## config.mk

```make
export PLATFORM = sky130hd
export DESIGN_NAME = pattern_count_engine
export DESIGN_NICKNAME = d
export VERILOG_FILES = /design/src/rtl/pattern_count_engine.sv
export SDC_FILE = /design/constraint.sdc
export NUM_CORES = 1
export LEC_CHECK = 0
export BUFFER_PORTS_ARGS = -buffer_cell sky130_fd_sc_hd__buf_2
export CAP_MARGIN = 20
export CORE_ASPECT_RATIO = 1.1
export CORE_MARGIN = 5
export CORE_UTILIZATION = 35
export CTS_CLUSTER_DIAMETER = 200
export CTS_CLUSTER_SIZE = 30
export DETAILED_ROUTE_END_ITERATION = 10
export GPL_ROUTABILITY_DRIVEN = 0
export GPL_TIMING_DRIVEN = 0
export PLACE_DENSITY = 0.63
export RECOVER_POWER = 25
export SLEW_MARGIN = 20
export SYNTH_ARGS = -nofsm -noshare
export SYNTH_HDL_FRONTEND = slang
export SYNTH_SLANG_ARGS = --single-unit
export TNS_END_PERCENT = 30
```

## constraint.sdc

```tcl
create_clock -name clk -period 4.5 [get_ports clk]
set_clock_uncertainty 0.1 [all_clocks]
set_input_delay 0.45 -clock clk [delete_from_list [all_inputs] [get_ports clk]]
set_output_delay 0.45 -clock clk [all_outputs]
set_load 0.05 [all_outputs]
```

## src/rtl/pattern_count_engine.sv

```systemverilog
// rtl/pattern_count_engine.sv - counts 5-bit pattern hits over a byte string in data memory
// Shares the data-memory port with the core via req/gnt; results are written back to memory.
module pattern_count_engine #(
    parameter int N_BYTES  = 32,
    parameter int AW       = 8,
    parameter int PAT_ADDR = 32,
    parameter int CTB_ADDR = 33,
    parameter int CTO_ADDR = 34,
    parameter int CTS_ADDR = 35
) (
    input  logic          clk,
    input  logic          reset,
    input  logic          start,
    output logic          done,
    output logic          busy,
    output logic          mem_req,
    input  logic          mem_gnt,
    output logic [AW-1:0] mem_addr,
    input  logic [7:0]    mem_rd_data,
    output logic          mem_wr_en,
    output logic [7:0]    mem_wr_data
);

    typedef enum logic [2:0] {
        IDLE  = 3'd0,
        LDPAT = 3'd1,
        SCAN  = 3'd2,
        WCTB  = 3'd3,
        WCTO  = 3'd4,
        WCTS  = 3'd5,
        DONE  = 3'd6
    } state_t;

    state_t        state;
    logic [4:0]    pat;
    logic [7:0]    prev;
    logic [AW-1:0] idx;
    logic [7:0]    ctb;
    logic [7:0]    cto;
    logic [7:0]    cts;

    logic [2:0]    in_hits;
    logic [2:0]    cross_hits;
    logic [7:0]    cross_bits;
    logic          active;

    // Crossing windows all live in {prev[3:0], b[7:4]}, sliding the same way as in-byte windows.
    always_comb begin
        in_hits    = 3'd0;
        cross_hits = 3'd0;
        cross_bits = {prev[3:0], mem_rd_data[7:4]};
        for (int k = 0; k < 4; k++) begin
            in_hits    = in_hits + 3'(mem_rd_data[k +: 5] == pat);
            cross_hits = cross_hits + 3'(cross_bits[k +: 5] == pat);
        end
        if (idx == '0) begin
            cross_hits = 3'd0;
        end
    end

    assign active = (state != IDLE) && (state != DONE);

    always_comb begin
        mem_req     = active;
        mem_addr    = '0;
        mem_wr_en   = 1'b0;
        mem_wr_data = 8'd0;
        case (state)
            LDPAT: mem_addr = AW'(PAT_ADDR);
            SCAN:  mem_addr = idx;
            WCTB: begin
                mem_addr    = AW'(CTB_ADDR);
                mem_wr_en   = mem_gnt;
                mem_wr_data = ctb;
            end
            WCTO: begin
                mem_addr    = AW'(CTO_ADDR);
                mem_wr_en   = mem_gnt;
                mem_wr_data = cto;
            end
            WCTS: begin
                mem_addr    = AW'(CTS_ADDR);
                mem_wr_en   = mem_gnt;
                mem_wr_data = cts;
            end
            default: ;
        endcase
    end

    always_ff @(posedge clk or posedge reset) begin
        if (reset) begin
            state <= IDLE;
            pat   <= 5'd0;
            prev  <= 8'd0;
            idx   <= '0;
            ctb   <= 8'd0;
            cto   <= 8'd0;
            cts   <= 8'd0;
            done  <= 1'b0;
            busy  <= 1'b0;
        end else begin
            case (state)
                IDLE, DONE: begin
                    if (start) begin
                        ctb   <= 8'd0;
                        cto   <= 8'd0;
                        cts   <= 8'd0;
                        idx   <= '0;
                        prev  <= 8'd0;
                        done  <= 1'b0;
                        busy  <= 1'b1;
                        state <= LDPAT;
                    end
                end
                LDPAT: begin
                    if (mem_gnt) begin
                        pat   <= mem_rd_data[7:3];
                        state <= SCAN;
                    end
                end
                SCAN: begin
                    if (mem_gnt) begin
                        ctb  <= ctb + {5'd0, in_hits};
                        cto  <= cto + {7'd0, (in_hits != 3'd0)};
                        cts  <= cts + {5'd0, in_hits} + {5'd0, cross_hits};
                        prev <= mem_rd_data;
                        idx  <= idx + 1'b1;
                        if (idx == AW'(N_BYTES - 1)) begin
                            state <= WCTB;
                        end
                    end
                end
                WCTB: if (mem_gnt) state <= WCTO;
                WCTO: if (mem_gnt) state <= WCTS;
                WCTS: begin
                    if (mem_gnt) begin
                        busy  <= 1'b0;
                        done  <= 1'b1;
                        state <= DONE;
                    end
                end
                default: state <= IDLE;
            endcase
        end
    end

endmodule
```

==> results.toml, run 1 <==
[run_status]
outcome = "finished, final reports clean"

[logic_synthesis]
synth_seq_area_share_pct = 30.9
syn_inst = 419
synthDistinctLibCells = 61
synth_top_cell_by_area = "dfrtp_1"
syn-num-nets = 454
yosysMostFrequentCell = "dfrtp_1"
synth_top_area_share_pct = 30.9
synth_enable_flop_cells = 0
syn_area_per_cell_um2 = 8.90
synthArstFlopShare_pct = 100
synth_area_mm2 = 0.00373
synth_common_cells = "dfrtp_1 (46), nand2_1 (42), xnor2_1 (26)"
synth.area.top_cells = "dfrtp_1 (31%), xnor2_1 (6.1%), ha_1 (5.7%)"
yosys_warnings = 0
ys_seq_elements = 46
synth-main-ff-cell = "dfrtp_1"

[place]
dpl.hpwl_mm = 7.66
dp_cells = 589
dpl_worst_slack_ns = -0.0372
port_buffers = 26

[routing]
routed.top_layer = "met4"
wl_met1_mm = 4.53
totalWireLength_mm = 10.3
drc = 0
num_vias = 3313
ant_nets = 0
wl_met3_um = 426
vias_per_cell = 5.61
met2_wirelength_mm = 5.11
dr.first_iter.drc_count = 259
wl_per_cell_um = 17.4
drtPass1Iterations = 5

[setup_path]
rrSetupSlack_ns = 0.25
crit_type = "reg2reg"
reg2reg_to = "cts[7]$_DFFE_PP0P_"
worst_r2r_path_depth = 15
crit_fanout = 9
cp_data_arrival_time_ns = 4.32
start_kind = "flop"
timing.rr.start = "pat[2]$_DFFE_PP0P_"
crit_path_end_kind = "flop"
worstPathRequired_ns = 4.57

[grt]
grt_max_degree = 26
grt_usage_pct = 16.5
antenna_found_initial = 0
grt_pass1_wl_mm = 17.0
grt_overflow = 0
grt_pass1_vias = 3315

[timing]
timing.fmax_mhz = 235
relSlewSlack_pct = 6.79
min_period_ns = 4.25
rsz0062_at_grt = "no"
setup_viol = 0
hold_viol_final = 0
worst_hold_slack_ns = 0.254
layout_setup_ws_ns = 0.249
max_slew.worst_pin.slew_ns = 1.40
drv_slew = 0
finalCritPeriodShare_pct = 94.5

[cts]
cts.path.max_buffers = 2
clkTransAtPathRegs_ns = 0.06
cts_hold_buf = 0
clk_latency_ns = 0.29
htree_levels = 2
root_buffer = "clkbuf_16"
cts.sinks = 46
cts_tree = "yes"
cts_made_buffers = 5

[floorplan]
die_w_um = 108
rows = 39
start_util_pct = 35.9
coreArea_mm2 = 0.0104
ios = 32
dieArea_mm2 = 0.0128
die_h_um = 118

[pwr]
ir_drop_v = 0.000223
finalPower_w = 0.00256
power_density_mw_per_mm2 = 608
power_leakage_nw = 1.93

[layout]
diodes = 0
nNetsFinal = 483
layoutNonFillerInstCount = 591
drive_above_1_share_pct = 18.8
area_delta_synth_final_pct = 12.8

[flow_run]
cap_violations = 0

[worst_hold_path]
hold_path.class = "in2async"
==> worst max path at each step <==
stage	start	to	slack (ns)	cells after the start
floorplan	mem_rd_data[5]	cts[7]$_DFFE_PP0P_	0.36	16
global placement	pat[3]$_DFFE_PP0P_	cts[7]$_DFFE_PP0P_	0.03	16
detailed placement	pat[1]$_DFFE_PP0P_	cts[7]$_DFFE_PP0P_	-0.04	16
CTS	pat[2]$_DFFE_PP0P_	cts[7]$_DFFE_PP0P_	0.05	16
global route	pat[2]$_DFFE_PP0P_	cts[7]$_DFFE_PP0P_	0.002	15
finish	pat[2]$_DFFE_PP0P_	cts[7]$_DFFE_PP0P_	0.25	15
==> cells by family (layout without fill, tap and decap cells) <==
group	after synthesis	after routing	synth area share (%)
flip-flops	46	46	30.9
adder cells (fa/ha/maj)	23	23	8.93
XOR/XNOR	44	44	10.3
AO/OA/AOI/OAI	117	117	22.4
AND/OR/NAND/NOR	124	124	16.7
buffers and inverters	51	80	6.41
multiplexers	14	14	4.33
==> layout by cell type (no fill, tap or decap), types with 3 or more instances in the layout <==
master | synthesis | layout
a211o_1 | 5 | 5
a21o_1 | 4 | 4
a21oi_1 | 9 | 9
a22oi_1 | 9 | 9
a31oi_1 | 5 | 5
and2_1 | 10 | 10
and3_1 | 5 | 5
buf_1 | 6 | 5
buf_2 | 13 | 39
clkbuf_1 | 13 | 10
clkbuf_16 | 0 | 5
dfrtp_1 | 46 | 42
dfrtp_2 | 0 | 4
fa_1 | 6 | 6
ha_1 | 17 | 17
inv_1 | 14 | 14
mux2_2 | 13 | 13
nand2_1 | 42 | 42
nand2b_1 | 3 | 3
nand3_1 | 12 | 12
nor2_1 | 19 | 19
nor2b_1 | 5 | 5
nor3_1 | 11 | 9
nor3_2 | 1 | 3
nor4_1 | 3 | 3
o21ai_0 | 21 | 21
o21ai_1 | 9 | 9
o21ai_2 | 10 | 10
o31ai_1 | 20 | 20
o41ai_1 | 3 | 3
or3_1 | 4 | 4
xnor2_1 | 26 | 26
xor2_1 | 18 | 18
==> metrics by stage <==
stage | area, um^2 | setup TNS, ns | utilization, %
final | 4210 | 0 | 40.5
after global routing | 4210 | 0 | 40.5
after CTS | 4210 | 0 | 40.5
after detailed placement | 4060 | -0.0372 | 39.0
after global placement | 4040 | 0 | 38.8
after floorplan | 3730 | 0 | -
==> routing by layer <==
| metal | track usage [%] | vias to the layer above |
|---|---|---|
| met4 | 5.05 | 0 |
| met2 | 27.9 | 103 |
| met1 | 21.5 | 1641 |
| li1 | - | 1550 |
| met5 | 0 | - |
| met3 | 2.56 | 19 |
==> area by class of cell <==
class	instances	area [um^2]
Fill cell	1041	6190
Clock inverter	1	30.0
Sequential cell	46	1160
Tap cell	143	179
Timing Repair Buffer	27	134
Clock buffer	6	139
Inverter	14	52.6
Multi-Input combinational cell	322	2350
Buffer	32	168
==> power breakdown <==
part           switching (W)  internal (W)
Combinational       0.000946      0.000531
Sequential          0.000154      0.000496
Clock               0.000158      0.000274
Total                0.00126       0.00130
==> state kept, by name, summed over array words and instances, names as in the netlist <==
signal,cells
busy,1
ctb,8
cto,8
cts,8
done,1
idx,8
pat,5
prev,4
state,3
==> worst max-delay path: stages (launching register included) <==
cell     delay, ns
dfrtp_1       0.63
xnor2_1       0.17
nand3_1       0.10
nor3_1        0.33
fa_1          0.48
ha_1          0.21
ha_1          0.26
nand2_1       0.06
fa_1          0.48
inv_1         0.04
ha_1          0.22
fa_1          0.42
a21o_1        0.24
a41oi_1       0.22
o31ai_1       0.09
o41ai_1       0.09
==> what timing repair did <==
action | in CTS | in global routing
resized for setup | 0 | 6
setup buffers | 0 | 0
setup endpoints to repair | 1 | 2
Note: power is estimated with default switching activity, not from simulation.
==> run 2, diff against run 1 <==
--- a/config.mk
+++ b/config.mk
@@ -15,10 +15,10 @@
 export DETAILED_ROUTE_END_ITERATION = 10
 export GPL_ROUTABILITY_DRIVEN = 0
 export GPL_TIMING_DRIVEN = 0
-export PLACE_DENSITY = 0.63
+export PLACE_DENSITY = 0.64
 export RECOVER_POWER = 25
 export SLEW_MARGIN = 20
 export SYNTH_ARGS = -nofsm -noshare
 export SYNTH_HDL_FRONTEND = slang
 export SYNTH_SLANG_ARGS = --single-unit
-export TNS_END_PERCENT = 30
+export TNS_END_PERCENT = 100
==> constraint.sdc (replaced) <==
create_clock -name clk -period 3.7 [get_ports clk]
set_clock_uncertainty 0.1 [all_clocks]
set_input_delay 0.37 -clock clk [delete_from_list [all_inputs] [get_ports clk]]
set_output_delay 0.37 -clock clk [all_outputs]
set_load 0.05 [all_outputs]
==> run 2 against run 1 <==
The flow now finishes with violations (max-capacitance violations, max-slew violations, negative setup slack). Global-route usage fell by 0.066 points. Worst setup slack got worse by 0.49 ns. Highest routed layer unchanged. Critical endpoint unchanged. Count of clock-buffer cells in the layout fell by 1. Power rose by 33%. Critical path type unchanged. Cell count rose by 2.9%. Worst hold slack got worse by 0.13 ns. Maximum frequency rose by 7.8%. Design area rose by 8.9%. Combinational power rose by 47%. Register-to-register slack got worse by 0.49 ns. Die area did not move.
==> results.toml, run 2 (synthesized netlist as in run 1, its figures left out) <==
[routing]
vias_per_cell = 5.61
dr.first_iter.drc_count = 295
drtPass1Iterations = 5
drc = 0
ant_nets = 0
totalWireLength_mm = 10.8
num_vias = 3413
wl_per_cell_um = 17.7

[cts]
root_buffer = "clkbuf_16"
clkTransAtPathRegs_ns = 0.07
cts_tree = "yes"
htree_levels = 2
cts.sinks = 46
cts_made_buffers = 5
clk_latency_ns = 0.29
cts.path.max_buffers = 2

[floorplan]
die_h_um = 118
coreArea_mm2 = 0.0104
ios = 32
start_util_pct = 35.9
rows = 39
dieArea_mm2 = 0.0128
die_w_um = 108

[setup_path]
crit_fanout = 5
worstPathRequired_ns = 3.79
crit_path_end_kind = "flop"
cp_data_arrival_time_ns = 4.03
crit_type = "reg2reg"
start_kind = "flop"
worst_r2r_path_depth = 16

[pwr]
power_leakage_nw = 2.09
power.internal_w = 0.00176
p_clk_share_pct = 15.2
power_switching_w = 0.00165
power_density_mw_per_mm2 = 742
seq_power_share_pct = 20.7
ir_drop_v = 0.000297
pwr-share-comb_pct = 64.2
swShare_pct = 48.4

[grt]
grt_max_degree = 28
grt_overflow = 0
antenna_found_initial = 0
grt_usage_pct = 16.4
grt_pass1_vias = 3372
grt_pass1_wl_mm = 17.2

[timing]
setup_viol = 4
finalCritPeriodShare_pct = 107
min_period_ns = 3.94
layout_setup_ws_ns = -0.241
timing.fmax_mhz = 254
relSlewSlack_pct = -4.98
hold_viol_final = 0
max_slew.worst_pin.slew_ns = 1.57
worst_hold_slack_ns = 0.124
rsz0062_at_grt = "yes"
drv_slew = 28

[run_status]
outcome = "finished with violations"
violations = "max-capacitance violations, max-slew violations, negative setup slack"

[layout]
diodes = 0
area_delta_synth_final_pct = 22.9
layoutNonFillerInstCount = 608
nNetsFinal = 499
final_common_cell = "dfrtp_1"
drive_above_1_share_pct = 29.0
postLayoutCellArea_mm2 = 0.00458
final_cell_mix = "dfrtp_1 (46), buf_2 (44), nand2_1 (40), o21ai_0 (21)"

[flow_run]
cap_violations = 1

[worst_hold_path]
hold_path.class = "in2async"

[place]
dp_cells = 589
dpl.hpwl_mm = 7.54
placed_cell_area_mm2 = 0.00415
port_buffers = 26
==> run 2: cell types whose count changed in the layout (fill, tap and decap cells not counted), moves of 5 or more <==
cell | before | now
ha_1 | 17 | 11
xnor2_1 | 26 | 19
xnor2_2 | 0 | 7
buf_2 | 39 | 44
buf_4 | 1 | 9
buf_1 | 5 | 0
==> run 2: through the flow <==
stage | TNS, ns | total power (W) | utilization (%) | worst slack [ns]
after floorplan | 0 | 0.00218 | - | 0.00883
after global placement | -0.552 | 0.00261 | 39.7 | -0.232
after detailed placement | -0.683 | 0.00266 | 39.9 | -0.260
after CTS | -0.330 | 0.00329 | 43.0 | -0.154
after global routing | -1.39 | 0.00360 | 44.1 | -0.376
final | -0.668 | 0.00340 | 44.1 | -0.241
==> run 2: final timing paths <==
| kind | from | endpoint | slack [ns] |
|---|---|---|---|
| worst max-delay path | pat[0]$_DFFE_PP0P_ | cts[7]$_DFFE_PP0P_ | -0.24 |
| worst min-delay path | reset | prev[1]$_DFFE_PP0P_ | 0.12 |
| worst max register to register | pat[0]$_DFFE_PP0P_ | cts[7]$_DFFE_PP0P_ | -0.24 |
| worst min register to register | cto[7]$_DFFE_PP0P_ | cto[7]$_DFFE_PP0P_ | 0.40 |
| max in group asynchronous | reset | cts[5]$_DFFE_PP0P_ | 1.46 |
| min in group clk | mem_rd_data[0] | prev[0]$_DFFE_PP0P_ | 0.26 |
==> run 2: final cells by class <==
class / instances / area [um^2]
timing repair buffer: 39 / 244
clock inverter: 3 / 40.0
multi-input combinational: 322 / 2550
inverter: 14 / 52.6
sequential: 46 / 1150
tap: 143 / 179
clock buffer: 5 / 125
fill: 1006 / 5810
buffer: 36 / 240
==> run 2: what timing repair did <==
item | CTS | global route
pin swaps | 12 | 19
gates resized for setup | 13 | 23
buffers inserted | 10 | 1
cloned | 1 | 0
setup endpoints to repair | 4 | 10
hold buffers | 0 | 0
==> run 2: worst max-delay path, stage by stage (launching register included) <==
cell	delay, ns
dfrtp_1	0.41
buf_8	0.15
xnor2_1	0.21
nand3_1	0.15
nor3_2	0.22
fa_1	0.46
ha_2	0.21
ha_4	0.26
nand2_2	0.04
fa_1	0.52
inv_2	0.05
ha_4	0.16
fa_2	0.34
a21o_1	0.20
a41oi_2	0.19
o31ai_2	0.09
o41ai_2	0.07
==> run 2: power by group through the flow <==
| stage | Clock (W) | Combinational [W] | Sequential (W) |
|---|---|---|---|
| final | 0.000515 | 0.00218 | 0.000704 |
| after global routing | 0.000537 | 0.00235 | 0.000715 |
| after CTS | 0.000520 | 0.00208 | 0.000693 |
| after detailed placement | 0 | 0.00196 | 0.000693 |
| after global placement | 0 | 0.00192 | 0.000688 |
| after floorplan | 0 | 0.00149 | 0.000689 |
==> run 2: per-layer routing <==
layer,vias to the layer above,part of all wire [%],track usage (%),wire length [um]
met1,1700,43,21.5,4680
li1,1579,-,-,-
met2,120,50,28.1,5370
met4,0,1.9,4.50,201
met5,-,0,0,0
met3,14,4.9,2.24,531
